### src/rtl/clock_pkg.sv
// Shared constants and the per-channel alarm state type for the multi-alarm clock.
package clock_pkg;

   localparam int DEF_NS  = 60;
   localparam int DEF_NM  = 60;
   localparam int DEF_NH  = 24;
   localparam int DEF_NW  = 7;
   localparam int DEF_NA  = 4;
   localparam int DEF_SNZ = 5;
   localparam int DEF_TMO = 10;
   // Bit 0 is Monday, so the low five bits select weekdays.
   localparam logic [DEF_NW-1:0] DEF_DAY_MASK = 7'b0011111;

   typedef enum logic [1:0] {
      IDLE,
      RING,
      SNOOZE
   } alarm_state_t;

endpackage

### src/rtl/ct_mod_n.sv
// Modulo-N up counter with enable and synchronous clear.
// wrap flags the edge on which an enabled count rolls N-1 -> 0.
module ct_mod_n #(
   parameter int N = 60,
   localparam int W = (N > 1) ? $clog2(N) : 1
) (
   input  logic         clk,
   input  logic         srst,
   input  logic         en,
   input  logic         clr,
   output logic [W-1:0] q,
   output logic [W-1:0] nxt,
   output logic         wrap
);

   logic [W-1:0] q_reg;

   // nxt is the incremented value regardless of en, so callers can look ahead.
   assign nxt  = (q_reg == W'(N-1)) ? '0 : q_reg + 1'b1;
   assign wrap = en && (q_reg == W'(N-1));
   assign q    = q_reg;

   always_ff @(posedge clk) begin
      if (srst || clr) begin
         q_reg <= '0;
      end else if (en) begin
         q_reg <= nxt;
      end
   end

endmodule

### src/rtl/multi_alarm_clock.sv
// Day-of-week clock with NA independent alarm channels, each with its own
// day mask and an IDLE/RING/SNOOZE state machine driving one buzz bit.
module multi_alarm_clock
   import clock_pkg::*;
#(
   parameter int NS  = DEF_NS,
   parameter int NM  = DEF_NM,
   parameter int NH  = DEF_NH,
   parameter int NW  = DEF_NW,
   parameter int NA  = DEF_NA,
   parameter int SNZ = DEF_SNZ,
   parameter int TMO = DEF_TMO,
   parameter logic [NW-1:0] DEF_MASK = DEF_DAY_MASK
) (
   input  logic                  Clk,
   input  logic                  Reset,
   input  logic                  Pulse,
   input  logic                  Timeset,
   input  logic                  Alarmset,
   input  logic [$clog2(NA)-1:0] Alarmsel,
   input  logic                  Minadv,
   input  logic                  Hrsadv,
   input  logic                  Dayadv,
   input  logic [NW-1:0]         Daymask,
   input  logic [NA-1:0]         Alarmon,
   input  logic                  Snooze,
   input  logic                  Stop,
   output logic [$clog2(NS)-1:0] Secs,
   output logic [$clog2(NM)-1:0] Mins,
   output logic [$clog2(NH)-1:0] Hrs,
   output logic [$clog2(NW)-1:0] Day,
   output logic [NA-1:0]         Buzz,
   output logic                  Buzzany
);

   localparam int SW   = $clog2(NS);
   localparam int MW   = $clog2(NM);
   localparam int HW   = $clog2(NH);
   localparam int DW   = $clog2(NW);
   localparam int AW   = $clog2(NA);
   localparam int CMAX = (SNZ > TMO) ? SNZ : TMO;
   localparam int CW   = $clog2(CMAX + 1);

   logic [SW-1:0] sec_q, sec_nxt;
   logic [MW-1:0] min_q, min_nxt;
   logic [HW-1:0] hr_q, hr_nxt;
   logic [DW-1:0] day_q, day_nxt;
   logic          sec_wrap, min_wrap, hr_wrap, day_wrap;
   logic          sec_en, min_en, hr_en, day_en;
   logic          alarm_mode;
   logic [HW-1:0] look_hr;
   logic [DW-1:0] look_day;
   logic [MW-1:0] alarm_min [NA];
   logic [HW-1:0] alarm_hr  [NA];
   logic [NA-1:0] buzz;
   logic          unused_bits;

   assign alarm_mode = Alarmset && !Timeset;

   // In set mode each field steps on its own advance input; in run mode carries chain.
   assign sec_en = Pulse && !Timeset;
   assign min_en = Timeset ? (Pulse && Minadv) : sec_wrap;
   assign hr_en  = Timeset ? (Pulse && Hrsadv) : min_wrap;
   assign day_en = Timeset ? (Pulse && Dayadv) : hr_wrap;

   ct_mod_n #(.N(NS)) u_sec (
      .clk(Clk), .srst(Reset), .en(sec_en), .clr(Timeset),
      .q(sec_q), .nxt(sec_nxt), .wrap(sec_wrap)
   );
   ct_mod_n #(.N(NM)) u_min (
      .clk(Clk), .srst(Reset), .en(min_en), .clr(1'b0),
      .q(min_q), .nxt(min_nxt), .wrap(min_wrap)
   );
   ct_mod_n #(.N(NH)) u_hr (
      .clk(Clk), .srst(Reset), .en(hr_en), .clr(1'b0),
      .q(hr_q), .nxt(hr_nxt), .wrap(hr_wrap)
   );
   ct_mod_n #(.N(NW)) u_day (
      .clk(Clk), .srst(Reset), .en(day_en), .clr(1'b0),
      .q(day_q), .nxt(day_nxt), .wrap(day_wrap)
   );

   assign unused_bits = ^{sec_nxt, day_wrap};

   // Time after a seconds rollover edge; only meaningful when sec_wrap is set.
   assign look_hr  = min_wrap ? hr_nxt  : hr_q;
   assign look_day = hr_wrap  ? day_nxt : day_q;

   for (genvar gi = 0; gi < NA; gi++) begin : g_ch
      logic [MW-1:0] amin_reg;
      logic [HW-1:0] ahr_reg;
      logic [NW-1:0] amask_reg;
      alarm_state_t  state_reg;
      logic [CW-1:0] ring_cnt_reg;
      logic [CW-1:0] snz_cnt_reg;
      logic          sel_hit;
      logic          match;
      logic          quiet;

      assign sel_hit = alarm_mode && (Alarmsel == AW'(gi));
      assign match   = sec_wrap && (min_nxt == amin_reg) && (look_hr == ahr_reg)
                       && amask_reg[look_day] && Alarmon[gi];
      assign quiet   = Stop || !Alarmon[gi];

      always_ff @(posedge Clk) begin
         if (Reset) begin
            amin_reg  <= '0;
            ahr_reg   <= '0;
            amask_reg <= DEF_MASK;
         end else begin
            if (sel_hit && Pulse && Minadv)
               amin_reg <= (amin_reg == MW'(NM-1)) ? '0 : amin_reg + 1'b1;
            if (sel_hit && Pulse && Hrsadv)
               ahr_reg <= (ahr_reg == HW'(NH-1)) ? '0 : ahr_reg + 1'b1;
            if (sel_hit && Dayadv)
               amask_reg <= Daymask;
         end
      end

      // sec_wrap is only ever set in run mode, so set-mode minute changes never count.
      always_ff @(posedge Clk) begin
         if (Reset) begin
            state_reg    <= IDLE;
            ring_cnt_reg <= '0;
            snz_cnt_reg  <= '0;
         end else begin
            case (state_reg)
               IDLE: begin
                  if (match) begin
                     state_reg    <= RING;
                     ring_cnt_reg <= '0;
                  end
               end
               RING: begin
                  if (quiet) begin
                     state_reg <= IDLE;
                  end else if (Snooze) begin
                     state_reg   <= SNOOZE;
                     snz_cnt_reg <= '0;
                  end else if (sec_wrap) begin
                     if (ring_cnt_reg == CW'(TMO-1))
                        state_reg <= IDLE;
                     else
                        ring_cnt_reg <= ring_cnt_reg + 1'b1;
                  end
               end
               SNOOZE: begin
                  if (quiet) begin
                     state_reg <= IDLE;
                  end else if (sec_wrap) begin
                     if (snz_cnt_reg == CW'(SNZ-1)) begin
                        state_reg    <= RING;
                        ring_cnt_reg <= '0;
                     end else begin
                        snz_cnt_reg <= snz_cnt_reg + 1'b1;
                     end
                  end
               end
               default: state_reg <= IDLE;
            endcase
         end
      end

      assign alarm_min[gi] = amin_reg;
      assign alarm_hr[gi]  = ahr_reg;
      assign buzz[gi]      = (state_reg == RING);
   end

   assign Secs    = sec_q;
   assign Mins    = alarm_mode ? alarm_min[Alarmsel] : min_q;
   assign Hrs     = alarm_mode ? alarm_hr[Alarmsel]  : hr_q;
   assign Day     = day_q;
   assign Buzz    = buzz;
   assign Buzzany = |buzz;

endmodule

### config.mk
export PLATFORM = sky130hd
export DESIGN_NAME = multi_alarm_clock
export DESIGN_NICKNAME = d
export VERILOG_FILES = /design/src/rtl/clock_pkg.sv /design/src/rtl/ct_mod_n.sv /design/src/rtl/multi_alarm_clock.sv
export SDC_FILE = /design/constraint.sdc
export NUM_CORES = 1
export LEC_CHECK = 0
export CAP_MARGIN = 10
export CELL_PAD_IN_SITES_DETAIL_PLACEMENT = 0
export CELL_PAD_IN_SITES_GLOBAL_PLACEMENT = 1
export CORE_MARGIN = 4
export CORE_UTILIZATION = 40
export CTS_CLUSTER_DIAMETER = 80
export DETAILED_ROUTE_END_ITERATION = 10
export PLACE_DENSITY = 0.77
export SLEW_MARGIN = 40
export SYNTH_ARGS = -nofsm -noshare
export SYNTH_HDL_FRONTEND = slang
export SYNTH_SLANG_ARGS = --single-unit
### constraint.sdc
create_clock -name Clk -period 5.34 [get_ports Clk]
set_input_delay 1.602 -clock Clk [delete_from_list [all_inputs] [get_ports Clk]]
set_output_delay 1.602 -clock Clk [all_outputs]
set_load 0.02 [all_outputs]
==> impl_metrics.json, run 1 <==
{
  "cts.hold.buffers_added": 0,
  "core_area_um2": 21000,
  "antenna_left": 0,
  "drt-initial-drc-count": 519,
  "cp-end-kind": "primary output",
  "grt_max_degree": 39,
  "critPathMaxFanout": 17,
  "clock_latency_ns": 0.43,
  "overflow": 0,
  "whs_path_depth": 2,
  "antenna_found_initial": 0,
  "num_io_pins": 48,
  "synthFlopType": "dfxtp_1",
  "numCtsBuffers": 17,
  "dp_hpwl_mm": 17.4,
  "power.density_nw_per_um2": 244,
  "vias": 7441,
  "drive_above_1_share_pct": 10.2,
  "ys_async_sr_fraction_pct": 0,
  "grt_pass1_wl_mm": 38.6,
  "cp-start-kind": "input port",
  "utilization_pct": 47.1,
  "drc": 0,
  "synthToLayoutAreaGrowth_pct": 16.1,
  "yosysSeqAreaShare_pct": 31.1,
  "largest_register_ffs": 28,
  "finalHoldViolations": 0,
  "netlist_instances": 995,
  "synth_top_area_share_pct": 31.1,
  "slew_violations": 0,
  "cts_sinks": 132,
  "cts_resized": 0,
  "synth_area_leaders": "dfxtp_1, mux2i_1, nor2_1, xnor2_1, xor2_1",
  "maxCapViolations": 0,
  "drt-wirelength-per-cell_um": 18.5,
  "synth_cell_types": 80,
  "setup.worst_path.class": "in -> out",
  "std_cell_rows": 53,
  "status": "finished clean",
  "period_share_pct": 98.6,
  "timing.final.crit_period_ns": 5.26,
  "rsz0062_at_grt": "no",
  "tightestPinTransition_ns": 0.765,
  "min_path_type": "reg -> reg",
  "crit_arrival_ns": 3.66,
  "hold-worst-slack_ns": 0.489,
  "irDropWorstVdd_mv": 0.168,
  "required_ns": 3.74,
  "slew_headroom_pct": 48.9,
  "cts_tree": "built",
  "die_h_um": 154,
  "avgSynthCellArea_um2": 8.54,
  "nets": 1079,
  "reg2reg_depth": 9,
  "tns_ns": 0,
  "fp.dieW_um": 154,
  "synth-edff-count": 0,
  "mostFrequentLayoutCell": "dfxtp_1",
  "dr.pass1.iters": 5,
  "dieArea_um2": 23600,
  "cts_root_buffer": "clkbuf_16",
  "final_cell_mix": "dfxtp_1, nor2_1, nand2_1, mux2i_1, nand3_1",
  "gp_congestion": 0.880,
  "antenna_cells": 0,
  "post_cts_buffers": 0,
  "power_leakage_uw": 0.00343,
  "yosys.area.top_type": "dfxtp_1",
  "h-tree-depth": 4,
  "viasPerCell": 5.65,
  "finalWirelength_mm": 24.3,
  "syn-num-nets": 1045,
  "start_util_pct": 40.6,
  "clock_path_buffers": 2,
  "io_buffers": 47,
  "syn-cell-area_um2": 8500,
  "setup_viol_count_final": 0,
  "clkTransAtPathRegs_ns": 0.06,
  "grt_pass1_vias": 6986,
  "fin_skew_ns": 0.0109,
  "yosysWarnings": 0,
  "clock.fmax_ghz": 0.190,
  "grtUsageTotal_pct": 20.4,
  "ys_seq_elements": 132
}
## cell type report
| cell class | instances | area [um2] |
|---|---|---|
| fillers | 2046 | 11100 |
| multi-input cells | 785 | 5540 |
| flip-flops and latches | 132 | 2650 |
| repair buffers | 66 | 621 |
| clock buffers | 19 | 443 |
| well taps | 275 | 344 |
| clock inverters | 12 | 179 |
| inverters | 27 | 101 |
## synth_stat cells (4+ instances only)
library cell	n
buf_4	4
and3_1	7
or2_2	6
nor3_1	25
o21ai_0	28
and4_1	5
o21ai_1	5
a21oi_1	45
xnor2_1	45
nand3b_1	13
nor3b_1	12
mux2i_1	54
dfxtp_1	132
nand3_1	48
nand2b_1	16
buf_2	8
o31ai_1	7
o211ai_1	9
nor2_1	112
nor2b_1	17
inv_1	27
nand2_1	83
o31a_1	4
or3_1	7
mux4_2	11
a211oi_1	15
nor4_1	10
nand4b_1	7
and3b_1	6
nand4_1	22
xor2_1	39
a31oi_1	5
clkbuf_1	35
o2111ai_1	7
mux2_2	13
ha_1	27
nor4b_1	5
## report_power, final
| group | leakage (uW) | internal, uW | switching, uW |
|---|---|---|---|
| Combinational | 0.00207 | 56.9 | 86.8 |
| Sequential | 0.00107 | 991 | 11.4 |
| Clock | 0.000296 | 793 | 472 |
| Total | 0.00343 | 1840 | 570 |
## worst paths after layout
path	start	endpoint	slack (ns)
min reg2reg	g_ch[0].ring_cnt_reg[3]	g_ch[0].ring_cnt_reg[3]	0.49
max reg2reg	u_min.q[0]	g_ch[0].ring_cnt_reg[3]	1.49
min	g_ch[0].ring_cnt_reg[3]	g_ch[0].ring_cnt_reg[3]	0.49
max	Alarmsel[0]	Hrs[0]	0.08
## cells by family (layout without fill, tap and decap cells)
kind of cell / count (synthesis) / count (layout) / synth area share [%]
simple gates: 420 / 420 / 26.2
buf+inv: 78 / 124 / 3.92
compound gates: 175 / 175 / 14.9
fa+ha+maj: 27 / 27 / 3.97
mux: 78 / 78 / 11.0
flops: 132 / 132 / 31.1
xor+xnor: 85 / 85 / 8.92
## critical path, cell delays in order
cell and delay [ns]:
clkdlybuf4s50_1 0.50, buf_12 0.19, mux4_2 0.51, mux2_2 0.30, clkdlybuf4s50_1 0.55
## metrics by stage
step	worst slack [ns]	area (um2)	total power [uW]	instances
floorplan	0.445	8500	1100	995
global placement	0.0975	9230	1170	1285
detailed placement	0.0932	9240	1170	1285
CTS	0.0739	9870	2430	1316
global route	0.0169	9870	2480	1316
finish	0.0769	9870	2410	1316
## routing by layer
| metal | wire length (um) | track usage, % | vias up |
|---|---|---|---|
| met5 | 0 | 0 | - |
| met4 | 726 | 7.65 | 0 |
| met3 | 1190 | 3.88 | 47 |
| met2 | 11000 | 32.6 | 215 |
| met1 | 11400 | 27.6 | 3492 |
| li1 | - | - | 3687 |
Power figures use the tool's default switching activity.
==> run 2: changes to the inputs <==
Settings changed: SLEW_MARGIN 40 to 20.
==> run 2 against run 1 <==
  * Sequential cell count unchanged
  * Final cell count unchanged
  * Sequential power about the same
  * Die area unchanged
  * Count of clock-buffer cells in the layout up 1
  * Setup slack better by 0.0066 ns
  * Global-route usage up 0.14 points
  * Critical endpoint unchanged
  * Largest power group unchanged
  * Highest routed layer unchanged
==> impl_metrics.json, run 2 (same netlist as run 1, synthesis figures left out) <==
{
  "clock_path_buffers": 2,
  "stdcell_count": 1316,
  "h-tree-depth": 4,
  "place_inst": 1285,
  "drt-wirelength-per-cell_um": 18.5,
  "dp_hpwl_mm": 17.4,
  "synthToLayoutAreaGrowth_pct": 16.7,
  "dieArea_um2": 23600,
  "critPathMaxFanout": 17,
  "gp_congestion": 0.880,
  "dr.pass1.iters": 5,
  "utilization_pct": 47.3,
  "slew_violations": 0,
  "cp_common_cell": "clkdlybuf4s50_1",
  "finalWirelength_mm": 24.3,
  "maxCapViolations": 0,
  "grt_pass1_wl_mm": 39.0,
  "drt-initial-drc-count": 505,
  "finalHoldViolations": 0,
  "grtUsageTotal_pct": 20.6,
  "p_total_uw": 2530,
  "min_path_type": "reg -> reg",
  "setup_viol_count_final": 0,
  "cts.hold.buffers_added": 0,
  "cts_root_buffer": "clkbuf_16",
  "grt_max_degree": 39,
  "period_share_pct": 98.4,
  "antenna_left": 0,
  "overflow": 0,
  "clock_latency_ns": 0.42,
  "timing.final.crit_period_ns": 5.26,
  "start_util_pct": 40.6,
  "crit_path_end": "Hrs[0]",
  "reg2reg_depth": 9,
  "drc": 0,
  "tns_ns": 0,
  "grt_pass1_vias": 7025,
  "num_io_pins": 48,
  "antenna_found_initial": 0,
  "crit_arrival_ns": 3.65,
  "cpMaxStageDelayCell": "clkdlybuf4s50_1",
  "rr_startpoint": "u_min.q[0]",
  "cp-end-kind": "primary output",
  "power.density_nw_per_um2": 255,
  "irDropWorstVdd_mv": 0.163,
  "viasPerCell": 5.67,
  "rsz0062_at_grt": "no",
  "critPathTopFamily": "buffers and inverters",
  "final_cell_mix": "dfxtp_1, nor2_1, nand2_1, mux2i_1, nand3_1",
  "fp.dieW_um": 154,
  "power_leakage_uw": 0.00346,
  "fin_skew_ns": 0.00790,
  "numCtsBuffers": 17,
  "io_buffers": 47,
  "worstPathCellList": "clkdlybuf4s50_1 > buf_12 > mux4_2 > mux2_2 > clkdlybuf4s50_1",
  "vias": 7463,
  "cts_sinks": 132,
  "largest_register_ffs": 28,
  "cts_resized": 0,
  "cts_tree": "built",
  "drive_above_1_share_pct": 9.89,
  "r2r_end": "g_ch[1].ring_cnt_reg[2]",
  "clock.fmax_ghz": 0.190,
  "die_h_um": 154,
  "cp-start-kind": "input port",
  "mostFrequentLayoutCell": "dfxtp_1",
  "std_cell_rows": 53,
  "crit_buf_inv": 3,
  "required_ns": 3.74,
  "worstSetupPathDepth": 5,
  "status": "finished clean",
  "setup.worst_path.class": "in -> out",
  "antenna_cells": 0,
  "nets": 1079,
  "startpoint": "Alarmsel[0]",
  "clkTransAtPathRegs_ns": 0.06,
  "tightestPinTransition_ns": 0.978,
  "max_stage_delay_ns": 0.55,
  "rrSetupSlack_ns": 1.40,
  "core_area_um2": 21000,
  "post_cts_buffers": 0,
  "slew_headroom_pct": 34.7
}
[run 2: cell types whose count changed in the layout (fill, tap and decap cells not counted), sizes merged]
cell,previous run,this run
bufinv,4,6
clkinv,3,1
clkbuf,19,20
clkinvlp,3,2
[run 2: power breakdown]
| part | internal [uW] | switching [uW] |
|---|---|---|
| registers | 991 | 11.3 |
| logic | 56.9 | 86.2 |
| clock network | 915 | 473 |
| total | 1960 | 570 |
[run 2: final cells by class]
| class | count | area [um2] |
|---|---|---|
| inverters | 27 | 101 |
| clock inverters | 11 | 221 |
| repair buffers | 66 | 621 |
| multi-input cells | 785 | 5530 |
| well taps | 275 | 344 |
| fillers | 2068 | 11000 |
| flip-flops and latches | 132 | 2640 |
| clock buffers | 20 | 467 |
[run 2: worst min path at each step]
stage,startpoint,to,cells past startpoint
2_1_floorplan,g_ch[0].ring_cnt_reg[3],g_ch[0].ring_cnt_reg[3],2
3_3_place_gp,g_ch[0].ring_cnt_reg[3],g_ch[0].ring_cnt_reg[3],2
3_5_place_dp,g_ch[0].ring_cnt_reg[3],g_ch[0].ring_cnt_reg[3],2
4_1_cts,g_ch[0].ring_cnt_reg[3],g_ch[0].ring_cnt_reg[3],2
5_1_grt,g_ch[3].amask_reg[2],g_ch[3].amask_reg[2],2
6_report,g_ch[0].ring_cnt_reg[3],g_ch[0].ring_cnt_reg[3],2
[run 2: worst reg2reg max path: cells and delay by family, from the launching register on]
| kind | cells | cell delay, ns |
|---|---|---|
| AO/OA/AOI/OAI | 4 | 1.01 |
| adder cells (fa/ha/maj) | 1 | 0.49 |
| flip-flops | 1 | 0.58 |
| AND/OR/NAND/NOR | 4 | 1.72 |
[run 2: per-stage QoR]
step           hold WS, ns  cell area, um2  worst slack, ns
2_1_floorplan        0.454            8500            0.445
3_3_place_gp         0.465            9230           0.0975
3_5_place_dp         0.485            9230           0.0947
4_1_cts              0.494            9920           0.0746
5_1_grt              0.524            9920           0.0256
6_report             0.491            9920           0.0836
[run 2: layer usage]
metal | track usage (%) | vias to the layer above | share of wire, %
li1 | - | 3689 | -
met1 | 28.1 | 3557 | 47
met2 | 32.7 | 173 | 46
met3 | 3.72 | 44 | 3.9
met4 | 7.49 | 0 | 3.2
met5 | 0 | - | 0
==> run 3: changes to the inputs <==
Settings changed: GPL_ROUTABILITY_DRIVEN set to 0.
==> results of run 3 <==
Same layout as run 2: the final DEF is identical, and so are final timing and power.
